### src/rtl/dibit_pkg.sv
// Shared definitions for the dibit frame controller: FSM state encoding and
// default parameter values.
package dibit_pkg;

    typedef enum logic [1:0] {
        ST_HUNT    = 2'd0,
        ST_PAYLOAD = 2'd1,
        ST_SYNC    = 2'd2
    } state_t;

    localparam int unsigned DEF_SYNC_LEN     = 8;
    localparam logic [7:0]  DEF_SYNC_WORD    = 8'hE4;
    localparam int unsigned DEF_PAYLOAD_BITS = 16;
    localparam int unsigned DEF_LOCK_FRAMES  = 2;
    localparam int unsigned DEF_MISS_LIMIT   = 3;

endpackage

### src/rtl/dibit_frame_ctrl_sync_detect.sv
// sync_detect: serial shift register plus sync-word comparator.
// Ports:
//   clk, reset  - clock, async active-high reset
//   input_data  - serial bit, one per clk
//   match       - high when the last SYNC_LEN bits (including the live input
//                 bit) equal SYNC_WORD
module sync_detect #(
    parameter int unsigned            SYNC_LEN  = 8,
    parameter logic [SYNC_LEN-1:0]    SYNC_WORD = SYNC_LEN'(8'hE4)
) (
    input  logic clk,
    input  logic reset,
    input  logic input_data,
    output logic match
);

    localparam int unsigned SR_W = SYNC_LEN - 1;

    // Only SYNC_LEN-1 history bits are kept; the live input bit completes the
    // SYNC_LEN-bit window, so the oldest shifted bit is never needed.
    logic [SR_W-1:0] sr_q;

    always_ff @(posedge clk or posedge reset) begin
        if (reset) begin
            sr_q <= '0;
        end else begin
            sr_q <= SR_W'({sr_q, input_data});
        end
    end

    assign match = ({sr_q, input_data} == SYNC_WORD);

endmodule

### src/rtl/dibit_frame_ctrl.sv
// dibit_frame_ctrl: serial frame synchroniser and dibit packer.
// Hunts for SYNC_WORD, then packs PAYLOAD_BITS payload bits into dibits,
// checks the sync word between frames and flywheels through misses while
// locked.
// Ports:
//   clk, reset   - clock, async active-high reset
//   input_data   - serial bit, one per clk
//   sym_data     - dibit {first bit, second bit}
//   sym_valid    - one-cycle strobe for sym_data
//   frame_start  - with first strobe of a frame
//   frame_end    - with last strobe of a frame
//   locked       - frame lock indicator
//   state        - FSM state (0 HUNT, 1 PAYLOAD, 2 SYNC)
//   err_frames   - saturating missed-sync count
module dibit_frame_ctrl
    import dibit_pkg::*;
#(
    parameter int unsigned         SYNC_LEN     = DEF_SYNC_LEN,
    parameter logic [SYNC_LEN-1:0] SYNC_WORD    = SYNC_LEN'(DEF_SYNC_WORD),
    parameter int unsigned         PAYLOAD_BITS = DEF_PAYLOAD_BITS,
    parameter int unsigned         LOCK_FRAMES  = DEF_LOCK_FRAMES,
    parameter int unsigned         MISS_LIMIT   = DEF_MISS_LIMIT
) (
    input  logic       clk,
    input  logic       reset,
    input  logic       input_data,
    output logic [1:0] sym_data,
    output logic       sym_valid,
    output logic       frame_start,
    output logic       frame_end,
    output logic       locked,
    output logic [1:0] state,
    output logic [7:0] err_frames
);

    localparam int unsigned CNT_MAX = (PAYLOAD_BITS > SYNC_LEN) ? PAYLOAD_BITS : SYNC_LEN;
    localparam int unsigned CW      = $clog2(CNT_MAX);
    localparam int unsigned MW      = $clog2(LOCK_FRAMES + 1);
    localparam int unsigned XW      = $clog2(MISS_LIMIT + 1);

    logic match;

    state_t         state_q, state_n;
    logic [CW-1:0]  bit_cnt_q, bit_cnt_n;
    logic [MW-1:0]  match_cnt_q, match_cnt_n;
    logic [XW-1:0]  miss_cnt_q, miss_cnt_n;
    logic           hi_bit_q, hi_bit_n;
    logic [1:0]     sym_data_q, sym_data_n;
    logic           sym_valid_q, sym_valid_n;
    logic           frame_start_q, frame_start_n;
    logic           frame_end_q, frame_end_n;
    logic           locked_q, locked_n;
    logic [7:0]     err_q, err_n;

    sync_detect #(
        .SYNC_LEN  (SYNC_LEN),
        .SYNC_WORD (SYNC_WORD)
    ) u_sync_detect (
        .clk        (clk),
        .reset      (reset),
        .input_data (input_data),
        .match      (match)
    );

    // State and datapath registers
    always_ff @(posedge clk or posedge reset) begin
        if (reset) begin
            state_q       <= ST_HUNT;
            bit_cnt_q     <= '0;
            match_cnt_q   <= '0;
            miss_cnt_q    <= '0;
            hi_bit_q      <= 1'b0;
            sym_data_q    <= 2'd0;
            sym_valid_q   <= 1'b0;
            frame_start_q <= 1'b0;
            frame_end_q   <= 1'b0;
            locked_q      <= 1'b0;
            err_q         <= 8'd0;
        end else begin
            state_q       <= state_n;
            bit_cnt_q     <= bit_cnt_n;
            match_cnt_q   <= match_cnt_n;
            miss_cnt_q    <= miss_cnt_n;
            hi_bit_q      <= hi_bit_n;
            sym_data_q    <= sym_data_n;
            sym_valid_q   <= sym_valid_n;
            frame_start_q <= frame_start_n;
            frame_end_q   <= frame_end_n;
            locked_q      <= locked_n;
            err_q         <= err_n;
        end
    end

    // Next-state and output logic
    always_comb begin
        state_n       = state_q;
        bit_cnt_n     = bit_cnt_q;
        match_cnt_n   = match_cnt_q;
        miss_cnt_n    = miss_cnt_q;
        hi_bit_n      = hi_bit_q;
        sym_data_n    = sym_data_q;
        sym_valid_n   = 1'b0;
        frame_start_n = 1'b0;
        frame_end_n   = 1'b0;
        locked_n      = locked_q;
        err_n         = err_q;

        case (state_q)
            ST_HUNT: begin
                if (match) begin
                    state_n     = ST_PAYLOAD;
                    bit_cnt_n   = '0;
                    match_cnt_n = MW'(1);
                end
            end

            ST_PAYLOAD: begin
                if (!bit_cnt_q[0]) begin
                    hi_bit_n = input_data;
                end else begin
                    sym_data_n    = {hi_bit_q, input_data};
                    sym_valid_n   = 1'b1;
                    frame_start_n = (bit_cnt_q == CW'(1));
                    frame_end_n   = (bit_cnt_q == CW'(PAYLOAD_BITS - 1));
                end
                if (bit_cnt_q == CW'(PAYLOAD_BITS - 1)) begin
                    state_n   = ST_SYNC;
                    bit_cnt_n = '0;
                end else begin
                    bit_cnt_n = bit_cnt_q + CW'(1);
                end
            end

            ST_SYNC: begin
                if (bit_cnt_q == CW'(SYNC_LEN - 1)) begin
                    bit_cnt_n = '0;
                    if (err_q != 8'hFF && !match) begin
                        err_n = err_q + 8'd1;
                    end
                    if (match) begin
                        state_n    = ST_PAYLOAD;
                        miss_cnt_n = '0;
                        if (match_cnt_q != MW'(LOCK_FRAMES)) begin
                            match_cnt_n = match_cnt_q + MW'(1);
                        end
                    end else if (!locked_q) begin
                        state_n     = ST_HUNT;
                        match_cnt_n = '0;
                    end else if (miss_cnt_q + XW'(1) == XW'(MISS_LIMIT)) begin
                        state_n     = ST_HUNT;
                        locked_n    = 1'b0;
                        match_cnt_n = '0;
                        miss_cnt_n  = '0;
                    end else begin
                        // Flywheel: trust the frame timing through the miss
                        state_n    = ST_PAYLOAD;
                        miss_cnt_n = miss_cnt_q + XW'(1);
                    end
                end else begin
                    bit_cnt_n = bit_cnt_q + CW'(1);
                end
            end

            default: begin
                state_n = ST_HUNT;
            end
        endcase

        // Lock declared once the match counter reaches its target
        if (match_cnt_n == MW'(LOCK_FRAMES)) begin
            locked_n = 1'b1;
        end
    end

    assign sym_data    = sym_data_q;
    assign sym_valid   = sym_valid_q;
    assign frame_start = frame_start_q;
    assign frame_end   = frame_end_q;
    assign locked      = locked_q;
    assign state       = 2'(state_q);
    assign err_frames  = err_q;

endmodule

### config.mk
export PLATFORM = sky130hd
export DESIGN_NAME = dibit_frame_ctrl
export DESIGN_NICKNAME = d
export VERILOG_FILES = /design/src/rtl/dibit_pkg.sv /design/src/rtl/dibit_frame_ctrl_sync_detect.sv /design/src/rtl/dibit_frame_ctrl.sv
export SDC_FILE = /design/constraint.sdc
export NUM_CORES = 1
export LEC_CHECK = 0
export ABC_AREA = 1
export CAP_MARGIN = 20
export CORE_ASPECT_RATIO = 0.7
export CORE_UTILIZATION = 35
export CTS_CLUSTER_SIZE = 28
export DETAILED_ROUTE_END_ITERATION = 16
export GPL_ROUTABILITY_DRIVEN = 0
export PLACE_DENSITY = 0.6
export SETUP_SLACK_MARGIN = 0.5
export SYNTH_ARGS = -nofsm -noshare
export SYNTH_HDL_FRONTEND = slang
export SYNTH_SLANG_ARGS = --single-unit
### constraint.sdc
create_clock -name clk -period 1.75 [get_ports clk]
set_input_delay 0.4375 -clock clk [delete_from_list [all_inputs] [get_ports clk]]
set_output_delay 0.4375 -clock clk [all_outputs]
set_load 0.01 [all_outputs]
==> impl_results.md <==
* GR Layer Usage met2 at 0.2646
* Grt met3 use at 0.04457
* Final setup viols at 0
* Crit Path Max Fanout at 5
* Max_cap viols at 0
* CP arrival at 1650 ps
* Largest net degree at the start of global routing at 33
* Area growth from synthesis to layout at 44.03%
* # diodes at 0
* GRT Max-Usage Layer: met2
* Total grt overflow at 0
* Clock period minus worst slack at 1467 ps
* LEAKAGE at 0.001221 µW
* Die ar. at 4925 µm²
* Vias per cell at 4.562
* Endpoints failing hold at 0
* Met1 Use GR at 0.1873
* Final slew viol count at 0
* PortBufs at 18
* Drt initial violations at 47
* Skew-Pair Late Insertion Delay at 280 ps
* Synthesized area at 1625 µm²
* Worst-path cell chain: ha_4 > nand2_4 > nor2_4 > inv_4 > nor2_8 > nand3_4 > nor2_4 > nand3_2 > nand2_1 > nand2_1
* Worst Tran Pin Value at 415.9 ps
* CTS H-tree lvls at 2
* Hold Crit Class: flip-flop to flip-flop
* Avg Cell Area, Syn at 9.287 µm²
* Sequential fraction of the synthesis area at 0.4927
* DR pass1 iterations at 4
* Overall routing resource usage at 0.1554
* Final period util at 0.8384
* Wirelength per Cell at 12.36 µm
* Top cells by count, synth: nand2_1 (43), dfrtp_1 (32), inv_1 (29)
* CP max-delay cell: dfrtp_1
* Leading area contributor after synthesis: dfrtp_1
* Vias in the first global route at 1292
* Relative slew slack at 0.7227
* Clock transition at the registers of the reported paths at 70 ps
* CP required at 1930 ps
* Async S/R FF share, synth at 1.000
* Prevailing post-synth register cell: dfrtp_1
* Die H at 59.02 µm
* Setup crit end kind: flip-flop
* Initial Util at 0.3690
* Antenna Violating Nets Remaining at 0
* Post-route cell area at 2341 µm²
* Post-synth net total at 186
* Startpoint Class: flip-flop
* Family with the most delay on the worst path: simple AND/OR/NAND/NOR gates
* Synth top area share at 0.4927
* Synth area leaders: dfrtp_1 (49%), nand2_1 (9.9%), inv_1 (6.7%), ha_1 (6.2%), nand3_1 (3.7%)
* Site Rows at 20
* CTS tree: done
* PwrDens at 1056 nW/µm²
* Final setup skew at 6.574 ps
* CTS Buf Count at 5
* Synth cell types at 27
* Core area at 4404 µm²
* Die X at 83.45 µm
* Nets@finish at 247
* Top-count cell post-synth: nand2_1
* Number of synthesized flops with an enable pin at 0
* Clk buf depth at 2
* First-pass GRT wire length at 5823 µm
* Drc violations at 0
* DRT Wirelength at 3608 µm
* DP HPWL at 2039 µm
* Util after Layout at 0.5315
* Ys Warns at 0
* CTS root buf: clkbuf_8
* Mapped Cells at 175
* # IOs at 19
* Crit path buf inv count at 1
* DP Area at 1884 µm²
* Run status: completed
* Initial antenna violation count at 0
* Post-Place Worst Slack at -172.4 ps
* Max Fclk at 681.6 MHz
* RSZ-0062 raised after global routing: true
* Final worst slack at 282.8 ps
* Crit Path Class: flip-flop to flip-flop
* # clock sinks at 32
* Vias at 1332
* Post-synthesis register bit count at 32
* VDD IR max at 0.5626 mV
* CP max stage delay at 400 ps
* Share of layout cells above drive strength 1 at 0.4430
[state kept, by name (all words and copies together) (netlist names)]
name,cells
bit_cnt_q,4
state,2
match_cnt_q,2
hi_bit_q,1
sym_data,2
miss_cnt_q,2
locked,1
frame_end,1
err_frames,8
u_sync_detect.sr_q,7
frame_start,1
sym_valid,1
[layout make-up]
cell class | instances | area, µm²
fill | 422 | 2063
multi-input combinational | 111 | 817.0
sequential | 32 | 802.0
timing repair buffer | 54 | 415.4
inverter | 32 | 130.1
clock buffer | 6 | 72.57
tap | 55 | 68.82
clock inverter | 2 | 35.03
[metrics by stage]
step | hold WS (ps) | cells | total power (µW) | TNS [ps]
after global placement | 355.1 | 252 | 1496 | -569.6
after global routing | 391.6 | 292 | 2622 | 0
after floorplan | 353.5 | 175 | 1268 | 0
after CTS | 373.7 | 282 | 2327 | 0
after detailed placement | 362.8 | 252 | 1491 | -1081
final | 377.1 | 292 | 2473 | 0
[worst register-to-register path: stages (launching register included)]
cell and delay (ps):
dfrtp_1 400, ha_4 160, nand2_4 50, nor2_4 120, inv_4 60, nor2_8 110, nand3_4 140, nor2_4 170
nand3_2 60, nand2_1 50, nand2_1 40
[routing by layer]
layer,vias up,wire [µm]
met2,28,1720
met1,626,1668
met3,6,144
li1,672,-
met5,-,0
met4,0,74
[worst paths after layout]
kind,startpoint,to,slack (ps),cells past startpoint
worst min register to register,u_sync_detect.sr_q[0],u_sync_detect.sr_q[1],380,0
worst max-delay path,bit_cnt_q[1],err_frames[5],280,10
min in group asynchronous,reset,u_sync_detect.sr_q[4],540,3
worst min-delay path,u_sync_detect.sr_q[0],u_sync_detect.sr_q[1],380,0
worst max register to register,bit_cnt_q[1],err_frames[5],280,10
max in group asynchronous,reset,err_frames[2],890,3
[placed cells by master, fill, tap and decap left out, types with 2 or more instances in the layout]
cell type,netlist,layout
nand2_1,43,38
dfrtp_1,32,31
buf_4,0,29
inv_1,29,22
buf_2,0,12
buf_6,0,10
nand3_1,12,8
inv_2,3,6
nand2_2,2,5
nor2_4,3,5
xor2_1,5,5
clkbuf_8,0,5
nor2_1,6,4
inv_4,0,4
nand3_2,0,4
o21ai_0,7,4
ha_1,8,4
nand4_1,3,3
nand2_4,1,3
a21oi_1,3,2
nor3_2,0,2
nor2_2,2,2
a21oi_4,1,2
o21ai_1,0,2
o22ai_2,0,2
ha_2,0,2
ha_4,0,2
[power breakdown]
group	switching [µW]	internal, µW	total, µW	leakage (µW)
logic	475	428	903	0.000757
clock network	278	422	700	0.0000552
registers	49.1	821	870	0.000409
[cell families after synthesis]
group,count (synthesis),share of synthesized area
flops,32,0.4927
compound gates,18,0.07160
simple gates,77,0.2371
mux,1,0.006159
fa+ha+maj,8,0.06159
xor+xnor,6,0.03695
buf+inv,33,0.09391
[what timing repair did]
action,in CTS,in global routing
gates resized for setup,83,34
endpoints found under the setup margin,35,41
hold endpoints to repair,0,0
cloned,1,0
hold buffers,0,0
pin swaps,19,16
buffers inserted,21,10
No activity file was read; power rests on OpenSTA's default activity.
